`src/rtl/neuron_pkg.sv`:
```
// Shared width defaults, FSM encoding and neuron control bundle for the neuron feeder.
package neuron_pkg;

  localparam int unsigned W_WEIGHT_DEF     = 32;
  localparam int unsigned W_PIXEL_DATA_DEF = 8;
  localparam int unsigned W_RESULT_DEF     = 32;
  localparam int unsigned W_BIAS_DEF       = 32;
  localparam int unsigned N_INPUTS_DEF     = 784;
  localparam int unsigned W_ADDR_DEF       = 10;
  localparam int unsigned W_STATE          = 3;

  typedef enum logic [W_STATE-1:0] {
    ST_IDLE   = W_STATE'(0),
    ST_BIAS   = W_STATE'(1),
    ST_STREAM = W_STATE'(2),
    ST_DRAIN  = W_STATE'(3),
    ST_RESULT = W_STATE'(4)
  } state_e;

  typedef struct packed {
    logic clear;
    logic set_bias;
    logic active;
  } neuron_ctrl_t;

  // Neuron strobes implied by a state; clear is owned by the abort path.
  function automatic neuron_ctrl_t ctrl_for(input state_e st);
    neuron_ctrl_t c;
    c          = '0;
    c.set_bias = (st == ST_BIAS);
    c.active   = (st == ST_STREAM) || (st == ST_DRAIN);
    return c;
  endfunction

endpackage

```
`src/rtl/neuron_feeder_if.sv`:
```
// Memory read port, neuron datapath controls and result handshake of the neuron feeder.
interface neuron_feeder_if
  import neuron_pkg::*;
#(
  parameter int unsigned W_WEIGHT     = W_WEIGHT_DEF,
  parameter int unsigned W_PIXEL_DATA = W_PIXEL_DATA_DEF,
  parameter int unsigned W_RESULT     = W_RESULT_DEF,
  parameter int unsigned W_BIAS       = W_BIAS_DEF,
  parameter int unsigned W_ADDR       = W_ADDR_DEF
) ();

  logic                    rd_en;
  logic [W_ADDR-1:0]       rd_addr;
  logic [W_PIXEL_DATA-1:0] pix_rd_data;
  logic [W_WEIGHT-1:0]     wgt_rd_data;
  logic                    n_clear;
  logic                    n_set_bias;
  logic                    n_active;
  logic [W_BIAS-1:0]       n_bias;
  logic [W_PIXEL_DATA-1:0] n_pixel;
  logic [W_WEIGHT-1:0]     n_weight;
  logic [W_RESULT-1:0]     n_sigma;
  logic                    res_valid;
  logic                    res_ready;
  logic [W_RESULT-1:0]     res_data;

  modport master (
    output rd_en, rd_addr,
    input  pix_rd_data, wgt_rd_data,
    output n_clear, n_set_bias, n_active, n_bias, n_pixel, n_weight,
    input  n_sigma,
    output res_valid, res_data,
    input  res_ready
  );

  modport slave (
    input  rd_en, rd_addr,
    output pix_rd_data, wgt_rd_data,
    input  n_clear, n_set_bias, n_active, n_bias, n_pixel, n_weight,
    output n_sigma,
    input  res_valid, res_data,
    output res_ready
  );

endinterface

```
`src/rtl/neuron_relu.sv`:
```
// Optional ReLU on the accumulator: negative values clamp to zero when enabled.
module neuron_relu
  import neuron_pkg::*;
#(
  parameter int unsigned W_RESULT = W_RESULT_DEF
) (
  input  logic                relu_en_i,
  input  logic [W_RESULT-1:0] sigma_i,
  output logic [W_RESULT-1:0] data_c_o
);

  assign data_c_o = (relu_en_i && sigma_i[W_RESULT-1]) ? '0 : sigma_i;

endmodule

```
`src/rtl/neuron_feeder.sv`:
```
// Sequences one dot product: bias load, operand streaming over the shared read port,
// drain of the last element, then a held result until it is accepted.
module neuron_feeder
  import neuron_pkg::*;
#(
  parameter int unsigned W_WEIGHT     = W_WEIGHT_DEF,
  parameter int unsigned W_PIXEL_DATA = W_PIXEL_DATA_DEF,
  parameter int unsigned W_RESULT     = W_RESULT_DEF,
  parameter int unsigned W_BIAS       = W_BIAS_DEF,
  parameter int unsigned N_INPUTS     = N_INPUTS_DEF,
  parameter int unsigned W_ADDR       = W_ADDR_DEF
) (
  input  logic              clk,
  input  logic              rstn,
  input  logic              start,
  input  logic              abort,
  input  logic              relu_en,
  input  logic [W_BIAS-1:0] bias_in,
  output logic              busy,
  neuron_feeder_if.master   bus
);

  localparam logic [W_ADDR-1:0] LAST_ADDR = W_ADDR'(N_INPUTS - 1);

  state_e                  state_q, state_d;
  logic [W_ADDR-1:0]       addr_q, addr_d;
  logic [W_BIAS-1:0]       bias_q, bias_d;
  neuron_ctrl_t            ctrl_q, ctrl_d;
  logic                    rd_en_q, rd_en_d;
  logic                    busy_q, busy_d;
  logic                    valid_q, valid_d;
  logic                    abort_hit;
  logic                    accept;
  logic [W_PIXEL_DATA-1:0] pix_c;
  logic [W_WEIGHT-1:0]     wgt_c;
  logic [W_RESULT-1:0]     clamp_c;

  assign abort_hit = abort && (state_q != ST_IDLE);
  assign accept    = (state_q == ST_RESULT) && bus.res_ready;

  // Next state, address and registered-output values; abort overrides every transition.
  always_comb begin
    state_d = state_q;
    bias_d  = bias_q;
    addr_d  = '0;
    unique case (state_q)
      ST_IDLE: begin
        if (start) begin
          state_d = ST_BIAS;
          bias_d  = bias_in;
        end
      end
      ST_BIAS: begin
        if (N_INPUTS > 1) state_d = ST_STREAM;
        else              state_d = ST_DRAIN;
      end
      ST_STREAM: begin
        if (addr_q == LAST_ADDR) state_d = ST_DRAIN;
      end
      ST_DRAIN:  state_d = ST_RESULT;
      ST_RESULT: begin
        if (accept) state_d = ST_IDLE;
      end
      default:   state_d = ST_IDLE;
    endcase
    if (abort_hit) state_d = ST_IDLE;

    // Address stays below LAST_ADDR + 1 because STREAM exits on issuing LAST_ADDR.
    if (state_d == ST_STREAM) addr_d = addr_q + W_ADDR'(1);

    ctrl_d       = ctrl_for(state_d);
    ctrl_d.clear = abort_hit;
    rd_en_d      = (state_d == ST_BIAS) || (state_d == ST_STREAM);
    busy_d       = (state_d != ST_IDLE);
    valid_d      = (state_d == ST_RESULT);
  end

  always_ff @(posedge clk or negedge rstn) begin
    if (!rstn) begin
      state_q <= ST_IDLE;
      addr_q  <= '0;
      bias_q  <= '0;
      ctrl_q  <= '0;
      rd_en_q <= 1'b0;
      busy_q  <= 1'b0;
      valid_q <= 1'b0;
    end else begin
      state_q <= state_d;
      addr_q  <= addr_d;
      bias_q  <= bias_d;
      ctrl_q  <= ctrl_d;
      rd_en_q <= rd_en_d;
      busy_q  <= busy_d;
      valid_q <= valid_d;
    end
  end

  neuron_relu #(
    .W_RESULT (W_RESULT)
  ) u_relu (
    .relu_en_i (relu_en),
    .sigma_i   (bus.n_sigma),
    .data_c_o  (clamp_c)
  );

  // Memory data passes straight to the neuron; it already arrives one cycle after rd_en.
  assign pix_c = bus.pix_rd_data;
  assign wgt_c = bus.wgt_rd_data;

  assign busy           = busy_q;
  assign bus.rd_en      = rd_en_q;
  assign bus.rd_addr    = addr_q;
  assign bus.n_clear    = ctrl_q.clear;
  assign bus.n_set_bias = ctrl_q.set_bias;
  assign bus.n_active   = ctrl_q.active;
  assign bus.n_bias     = bias_q;
  assign bus.n_pixel    = pix_c;
  assign bus.n_weight   = wgt_c;
  assign bus.res_valid  = valid_q;
  // The neuron accumulator is registered and frozen in RESULT, so the gated clamp is stable.
  assign bus.res_data   = valid_q ? clamp_c : '0;

endmodule

```
`src/flat_wrapper.sv`:
```
// flat-port wrapper written by rule: the top's interface ports become plain ports
module neuron_feeder_flat import neuron_pkg::*;
#(
  parameter int unsigned W_WEIGHT     = W_WEIGHT_DEF,
  parameter int unsigned W_PIXEL_DATA = W_PIXEL_DATA_DEF,
  parameter int unsigned W_RESULT     = W_RESULT_DEF,
  parameter int unsigned W_BIAS       = W_BIAS_DEF,
  parameter int unsigned N_INPUTS     = N_INPUTS_DEF,
  parameter int unsigned W_ADDR       = W_ADDR_DEF
)
  (clk, rstn, start, abort, relu_en, bias_in, busy, bus_rd_en, bus_rd_addr, bus_pix_rd_data, bus_wgt_rd_data, bus_n_clear, bus_n_set_bias, bus_n_active, bus_n_bias, bus_n_pixel, bus_n_weight, bus_n_sigma, bus_res_valid, bus_res_data, bus_res_ready);
  neuron_feeder_if #(.W_WEIGHT(W_WEIGHT), .W_PIXEL_DATA(W_PIXEL_DATA), .W_RESULT(W_RESULT), .W_BIAS(W_BIAS), .W_ADDR(W_ADDR)) bus_i ();
  input  logic clk;
  input  logic rstn;
  input  logic start;
  input  logic abort;
  input  logic relu_en;
  input  logic [W_BIAS-1:0] bias_in;
  output logic busy;
  output wire logic [$bits(bus_i.rd_en)-1:0] bus_rd_en;
  output wire logic [$bits(bus_i.rd_addr)-1:0] bus_rd_addr;
  input wire logic [$bits(bus_i.pix_rd_data)-1:0] bus_pix_rd_data;
  input wire logic [$bits(bus_i.wgt_rd_data)-1:0] bus_wgt_rd_data;
  output wire logic [$bits(bus_i.n_clear)-1:0] bus_n_clear;
  output wire logic [$bits(bus_i.n_set_bias)-1:0] bus_n_set_bias;
  output wire logic [$bits(bus_i.n_active)-1:0] bus_n_active;
  output wire logic [$bits(bus_i.n_bias)-1:0] bus_n_bias;
  output wire logic [$bits(bus_i.n_pixel)-1:0] bus_n_pixel;
  output wire logic [$bits(bus_i.n_weight)-1:0] bus_n_weight;
  input wire logic [$bits(bus_i.n_sigma)-1:0] bus_n_sigma;
  output wire logic [$bits(bus_i.res_valid)-1:0] bus_res_valid;
  output wire logic [$bits(bus_i.res_data)-1:0] bus_res_data;
  input wire logic [$bits(bus_i.res_ready)-1:0] bus_res_ready;
  assign bus_rd_en = bus_i.rd_en;
  assign bus_rd_addr = bus_i.rd_addr;
  assign bus_i.pix_rd_data = bus_pix_rd_data;
  assign bus_i.wgt_rd_data = bus_wgt_rd_data;
  assign bus_n_clear = bus_i.n_clear;
  assign bus_n_set_bias = bus_i.n_set_bias;
  assign bus_n_active = bus_i.n_active;
  assign bus_n_bias = bus_i.n_bias;
  assign bus_n_pixel = bus_i.n_pixel;
  assign bus_n_weight = bus_i.n_weight;
  assign bus_i.n_sigma = bus_n_sigma;
  assign bus_res_valid = bus_i.res_valid;
  assign bus_res_data = bus_i.res_data;
  assign bus_i.res_ready = bus_res_ready;
  neuron_feeder #(.W_WEIGHT(W_WEIGHT), .W_PIXEL_DATA(W_PIXEL_DATA), .W_RESULT(W_RESULT), .W_BIAS(W_BIAS), .N_INPUTS(N_INPUTS), .W_ADDR(W_ADDR)) u_core (.clk(clk), .rstn(rstn), .start(start), .abort(abort), .relu_en(relu_en), .bias_in(bias_in), .busy(busy), .bus(bus_i));
endmodule
```
`config.mk`:
```
export PLATFORM = sky130hd
export DESIGN_NAME = neuron_feeder_flat
export DESIGN_NICKNAME = d
export VERILOG_FILES = /design/src/rtl/neuron_pkg.sv /design/src/rtl/neuron_feeder_if.sv /design/src/rtl/neuron_relu.sv /design/src/rtl/neuron_feeder.sv /design/src/flat_wrapper.sv
export SDC_FILE = /design/constraint.sdc
export NUM_CORES = 1
export LEC_CHECK = 0
export ABC_AREA = 1
export BUFFER_PORTS_ARGS = -buffer_cell sky130_fd_sc_hd__buf_4
export CAP_MARGIN = 10
export CORE_AREA = 2 2 89 91
export DETAILED_ROUTE_END_ITERATION = 8
export DIE_AREA = 0 0 91 93
export GPL_TIMING_DRIVEN = 0
export PLACE_DENSITY = 0.8
export SETUP_SLACK_MARGIN = 0.05
export SYNTH_ARGS = -nofsm -noshare
export SYNTH_HDL_FRONTEND = slang
export SYNTH_HIERARCHICAL = 1
export SYNTH_SLANG_ARGS = --single-unit
```
`constraint.sdc`:
```
create_clock -name clk -period 4.2 [get_ports clk]
set_clock_uncertainty 0.15 [all_clocks]
set_input_delay 0 -clock clk [delete_from_list [all_inputs] [get_ports clk]]
set_output_delay 0 -clock clk [all_outputs]
set_load 0.05 [all_outputs]
```
# == Word-level counts from Yosys, hierarchy flattened ==
# Cells that the tools add are included.
# classes
muxes,8
eq_ne,9
n_addsub,1
n_reduce_logical,9
# op_table
cell,n
2-to-1 mux 32 bit,2
one-hot mux 3 bit (5 select lines),1
"equality test 3 x 2 -> 1 bit, second input constant",4
2-to-1 mux 3 bit,4
"adder 10 x 1 -> 10 bit, second input constant",1
"equality test 10 bit, second input constant",1
2-to-1 mux 10 bit,1
"equality test 3 x 1 -> 1 bit, second input constant",2
"equality test 3 bit, second input constant",2
nonzero test 3 bit,2
logical AND 1 bit,3
logical NOT 3 bit,1
logical OR 1 bit,2
AND reduction 2 bit,1
# totals
inputBits,110
register_bits,51
out_inout_bits,120
word_cells,36

# == Depth between registers and ports, before layout ==
# logic_depth
word_depth,7
ltp_mapped,8
ltp_nobuf,8

# == Modules after synthesis ==
# The synthesis kept the hierarchy.
# modules_own_cells
module,seq_area_each_um2,area_per_inst_um2,n_inst,cells_each
neuron_feeder,1276.2,2648.8,1,335
neuron_relu,0.0,330.3,1,70

# == Worst setup path after synthesis ==
# Ideal clock, no wire load.
# synth_path
path_kind,register -> register
start,"register u_core.addr_q[0], in the netlist u_core/bus.rd_addr[0]"
end,"register u_core.addr_q[0], in the netlist u_core/bus.rd_addr[0]"
arrival_ns,1.579
required_time_ns,3.910
slack_ns,2.332
setup_time_ns,0.140
path_buffers,1
path_stages_with_launch,8
period_less_slack_ns,1.868
path_cell_list,dfrtp_1 > ha_1 > nand3_1 > nor2_1 > nand2_2 > nand4_2 > buf_6 > nor2_2
# synth_between
elab_chain_cells,6
word_cells_on_any_way,7
cone_classes,add/sub: 1; eq/ne: 2; mux: 4
# synth_lines
element,line,rtl
"start, declared",neuron_feeder.sv:26,"logic [W_ADDR-1:0] addr_q, addr_d;"
"start signal, assigned",neuron_feeder.sv:89,addr_q <= addr_d;
equality test 10 bit,neuron_feeder.sv:58,if (addr_q == LAST_ADDR) state_d = ST_DRAIN;
2-to-1 mux 3 bit,neuron_feeder.sv:58,
one-hot mux 3 bit (5 select lines),neuron_feeder.sv:46,unique case (state_q)
2-to-1 mux 3 bit,neuron_feeder.sv:66,if (abort_hit) state_d = ST_IDLE;
equality test 3 x 2 -> 1 bit,neuron_feeder.sv:69,if (state_d == ST_STREAM) addr_d = addr_q + W_ADDR'(1);
2-to-1 mux 10 bit *,neuron_feeder.sv:69,
net u_core.addr_d[0],neuron_feeder.sv:26,
# The timed path passes the listed nets; every way through them passes the cells marked *.
# A chain may end at the register's enable or synchronous reset.

# == Final worst setup path ==
# layout_path
start,register u_core.state_q[1]
end,"register u_core.bias_q[11], in the netlist u_core/bus.n_bias[11]"
# layout_between
elab_chain_cells,2
# layout_lines
element,line,rtl
"start, declared",neuron_feeder.sv:25,"state_e state_q, state_d;"
"start signal, assigned",neuron_feeder.sv:88,state_q <= state_d;
logical NOT 3 bit,neuron_feeder.sv:46,
AND reduction 2 bit (no source line),--,
"end signal, assigned",neuron_feeder.sv:90,bias_q <= bias_d;
"end, declared",neuron_feeder.sv:27,"logic [W_BIAS-1:0] bias_q, bias_d;"
# No other way between the ends.

==> summary.md <==
| Metric | Value |
|---|---|
| CP max stage delay | `0.54 ns` |
| Count of different cell masters after synthesis | `23` |
| R2R cell count | `6` |
| Max_slew headroom | `58.6%` |
| WL per Instance | `~13 um` |
| Die width | `91 um` |
| DRT iter0 DRCs | `96` |
| Static leakage | `0.00308 uW` |
| Synth Flop Type | `dfrtp_1` |
| Sequential group share of total power | `28.4%` |
| CP endpoint kind | `register` |
| Peak supply drop | `0.000431 V` |
| Switch share | `52.6%` |
| Compound-Gate Fraction of Synth Area | `between 6 and 7%` |
| Sw Pwr | `between 1000 and 1500 uW` |
| Die height | `between 90 and 100 um` |
| Worst setup SP type | `register` |
| Power Dens Cells | `562 nW/um^2` |
| Post-DP HPWL | `6830 um` |
| Comb power frac | `61.9%` |
| CP max-delay cell | `dlygate4sd3_1` |
| Post-synthesis instance total | `405` |
| Hold-fix buffers, CTS | `39` |
| Clk pin slew, worst setup/hold paths | `0.09 ns` |
| Slew Limit Fails | `0` |
| Crit path cell chain | `nor2_2 -> nand3_4 -> inv_2 -> nand2_1 -> nand2_1 -> dlygate4sd3_1` |
| Synth top area share | `42.8%` |
| Initial antenna violation count | `0` |
| Internal power | `1330 uW` |
| Worst-Skew Late Latency | `0.30 ns` |
| Post-Layout Inst Area | `5000 um^2` |
| Initial Util | `39.6%` |
| EDFF count, synth | `0` |
| Worst r2r src | `u_core/state_q[1]$_DFF_PN0_` |
| XOR/XNOR Fraction of Synth Area | `1.76%` |
| DRC Markers | `0` |
| Pin count of the biggest net entering global routing | `52` |
| Synth Area in Adders | `0.420%` |
| Worst reg2reg path endpoint | `u_core/bus.n_bias[11]$_DFFE_PN0P_` |
| Crit Path Category | `reg2reg` |
| Non-Filler Instances | `about 740` |
| Most Frequent Cell on Critical Path | `nand2_1` |
| Core area | `between 7000 and 8000 um^2` |
| # setup viols final | `0` |
| Setup_tns | `0 ns` |
| Area after DPL | `4530 um^2` |
| TritonCTS Sinks | `a little over 50` |
| CTS root buf | `clkbuf_8` |
| Layout fillers | `631` |
| Final Hold Viols | `0` |
| Die ar. | `around 8500 um^2` |
| First-pass GRT wire length | `between 15000 and 20000 um` |
| GRT Residual Overflow | `0` |
| Vias in the first global route | `approximately 3.3k` |
| Synth warn | `6` |
| Core Rows | `32` |
| Post_cts resized | `0` |
| Inst Count DP | `696` |
| CP Max Fanout | `9` |
| H-tree depth | `2` |
| Main combinational cell family by area after synthesis | `simple AND/OR/NAND/NOR gates` |
| CTS Buffer Depth | `2` |
| Placer Congestion | `0.779` |
| Synth area leader | `dfrtp_1` |
| Worst Hold Class | `in2async` |
| Via count | `3261` |
| Max-cap viol count | `0` |
| RSZ-0062 raised after global routing | `no` |
| Num CTS Buffers | `5` |
| # diodes | `0` |
| Synth area leaders | `dfrtp_1 43%, nand2_1 18%, buf_4 10%` |
| Ports | `230` |
| GRT Total Usage | `22.2%` |
| Multi-input logic area | `~1000 um^2` |
| Layout Utilization | `66.4%` |
| Routed WL | `9610 um` |
| Postcts setup bufs | `0` |
| Mapped Area | `2980 um^2` |
| Avg Vias per Cell | `4.39` |
| Share of layout cells above drive strength 1 | `41.5%` |
| Synth Area per Inst | `roughly 7.4 um^2` |
| First-pass iteration count of the detailed router | `4` |
| PortBufs | `189` |
| Outcome | `finished clean` |
| Count leader, synth | `nand2_1` |
| Post-synthesis mux area share | `0%` |
| Area Growth Syn to Fin | `67.7%` |
| Crit share post-route | `43.5%` |
| Fmax | `548 MHz` |
| Asr flop ratio synth | `100%` |
| FF+latch count, synth | `51` |
| Synth Net Count | `516` |
| Post-layout minimum cycle time | `between 1.5 and 2 ns` |
| List of most frequent post-synthesis cells | `146 x nand2_1, 76 x inv_1, 51 x dfrtp_1` |
| CP required | `4.29 ns` |
| Final Net Count | `751` |
| Clock share of power | `9.7%` |
| CTS tree | `yes` |
| Register area | `~1300 um^2` |
| Sequential-to-total area share from yosys stat | `between 40% and 50%` |
| R2R setup slack | `2.37 ns` |
| Worst slew pin tran | `0.621 ns` |
| Simple-gate share of the synthesized area | `between 20% and 30%` |
| Worst endpoint data arrival time | `1.91 ns` |
| Antenna viol nets, final | `0` |
==> kinds of logic after synthesis <==
kind of cell               after synthesis
xor gates and xnor gates                 6
buffers and inverters                  133
adders and majority gates                1
DFF                                     51
and+or+nand+nor                        179
AOI/OAI and AO/OA                       35
==> worst max-delay path, delay by kind of cell, from the launching register on <==
kind / cells / cell delay, ns
and+or+nand+nor: 4 / 0.47
DFF: 1 / 0.45
buffers and inverters: 2 / 0.70
==> state kept, by name, indices dropped and copies added (netlist names) <==
signal,count
u_core/busy,1
u_core/state_q,3
u_core/bus.n_bias,32
u_core/bus.n_active,1
u_core/bus.n_set_bias,1
u_core/bus.res_valid,1
u_core/bus.rd_addr,10
u_core/bus.n_clear,1
u_core/bus.rd_en,1
==> cells in the final DEF, fill, tap and decap left out <==
cell type      instances
xnor2_1                2
nand4_1                1
clkbuf_1               5
a21oi_1               32
clkinv_2               1
o211ai_1               1
nand3_1                6
inv_2                  1
or2_1                  1
xor2_1                 4
buf_4                230
nand4_2                1
nand2_1              146
nand2_2                3
buf_6                  7
ha_1                   1
dlygate4sd3_1         39
clkbuf_8               5
nand3_4                1
buf_2                  5
a21oi_2                1
nor2_2                11
nor2_1                 9
inv_1                 76
dfrtp_1               51
o31ai_1                1
==> worst max path at each step <==
stage,from,end,cells after the start
6_report,u_core/state_q[1]$_DFF_PN0_,u_core/bus.n_bias[11]$_DFFE_PN0P_,6
5_1_grt,u_core/state_q[1]$_DFF_PN0_,u_core/bus.n_bias[11]$_DFFE_PN0P_,6
4_1_cts,u_core/state_q[1]$_DFF_PN0_,u_core/bus.n_bias[11]$_DFFE_PN0P_,6
3_5_place_dp,u_core/bus.rd_addr[0]$_DFF_PN0_,u_core/bus.rd_en$_DFF_PN0_,7
3_3_place_gp,u_core/bus.rd_addr[0]$_DFF_PN0_,u_core/bus.rd_en$_DFF_PN0_,7
2_1_floorplan,u_core/bus.rd_addr[0]$_DFF_PN0_,u_core/bus.rd_addr[0]$_DFF_PN0_,7
==> power groups by stage <==
stage          sequential [uW]  clock (uW)  combinational [uW]
2_1_floorplan             1390           0                 546
3_3_place_gp               789           0                1650
3_5_place_dp               792           0                1680
4_1_cts                    789         284                1730
5_1_grt                    821         305                1840
6_report                   798         271                1740
==> metal layers <==
metal	wire length [um]	part of all wire (%)	vias to the layer above	global-route usage [%]
li1	-	-	1607	-
met1	3700	38	1469	25.5
met2	4840	50	165	40.1
met3	900	9.4	20	6.29
met4	173	1.8	0	7.07
met5	0	0	-	0
==> cell type report <==
cell class              count  area share [%]
plain buffers              56            8.46
clock buffers               7            1.53
clock inverters             1           0.100
inverters                  77            5.78
multi-input cells         221            19.8
flip-flops and latches     51            25.5
well taps                 102            2.55
repair buffers            228            36.2
==> per-stage QoR <==
stage          total power [uW]  hold slack, ns  worst slack (ns)
6_report                   2810          0.0906              2.37
2_1_floorplan              1940          -0.446              2.33
3_5_place_dp               2470         -0.0786              2.58
4_1_cts                    2800           0.105              2.38
5_1_grt                    2960           0.106              2.24
3_3_place_gp               2440         -0.0870              2.60
(Power assumes the default switching activity.)
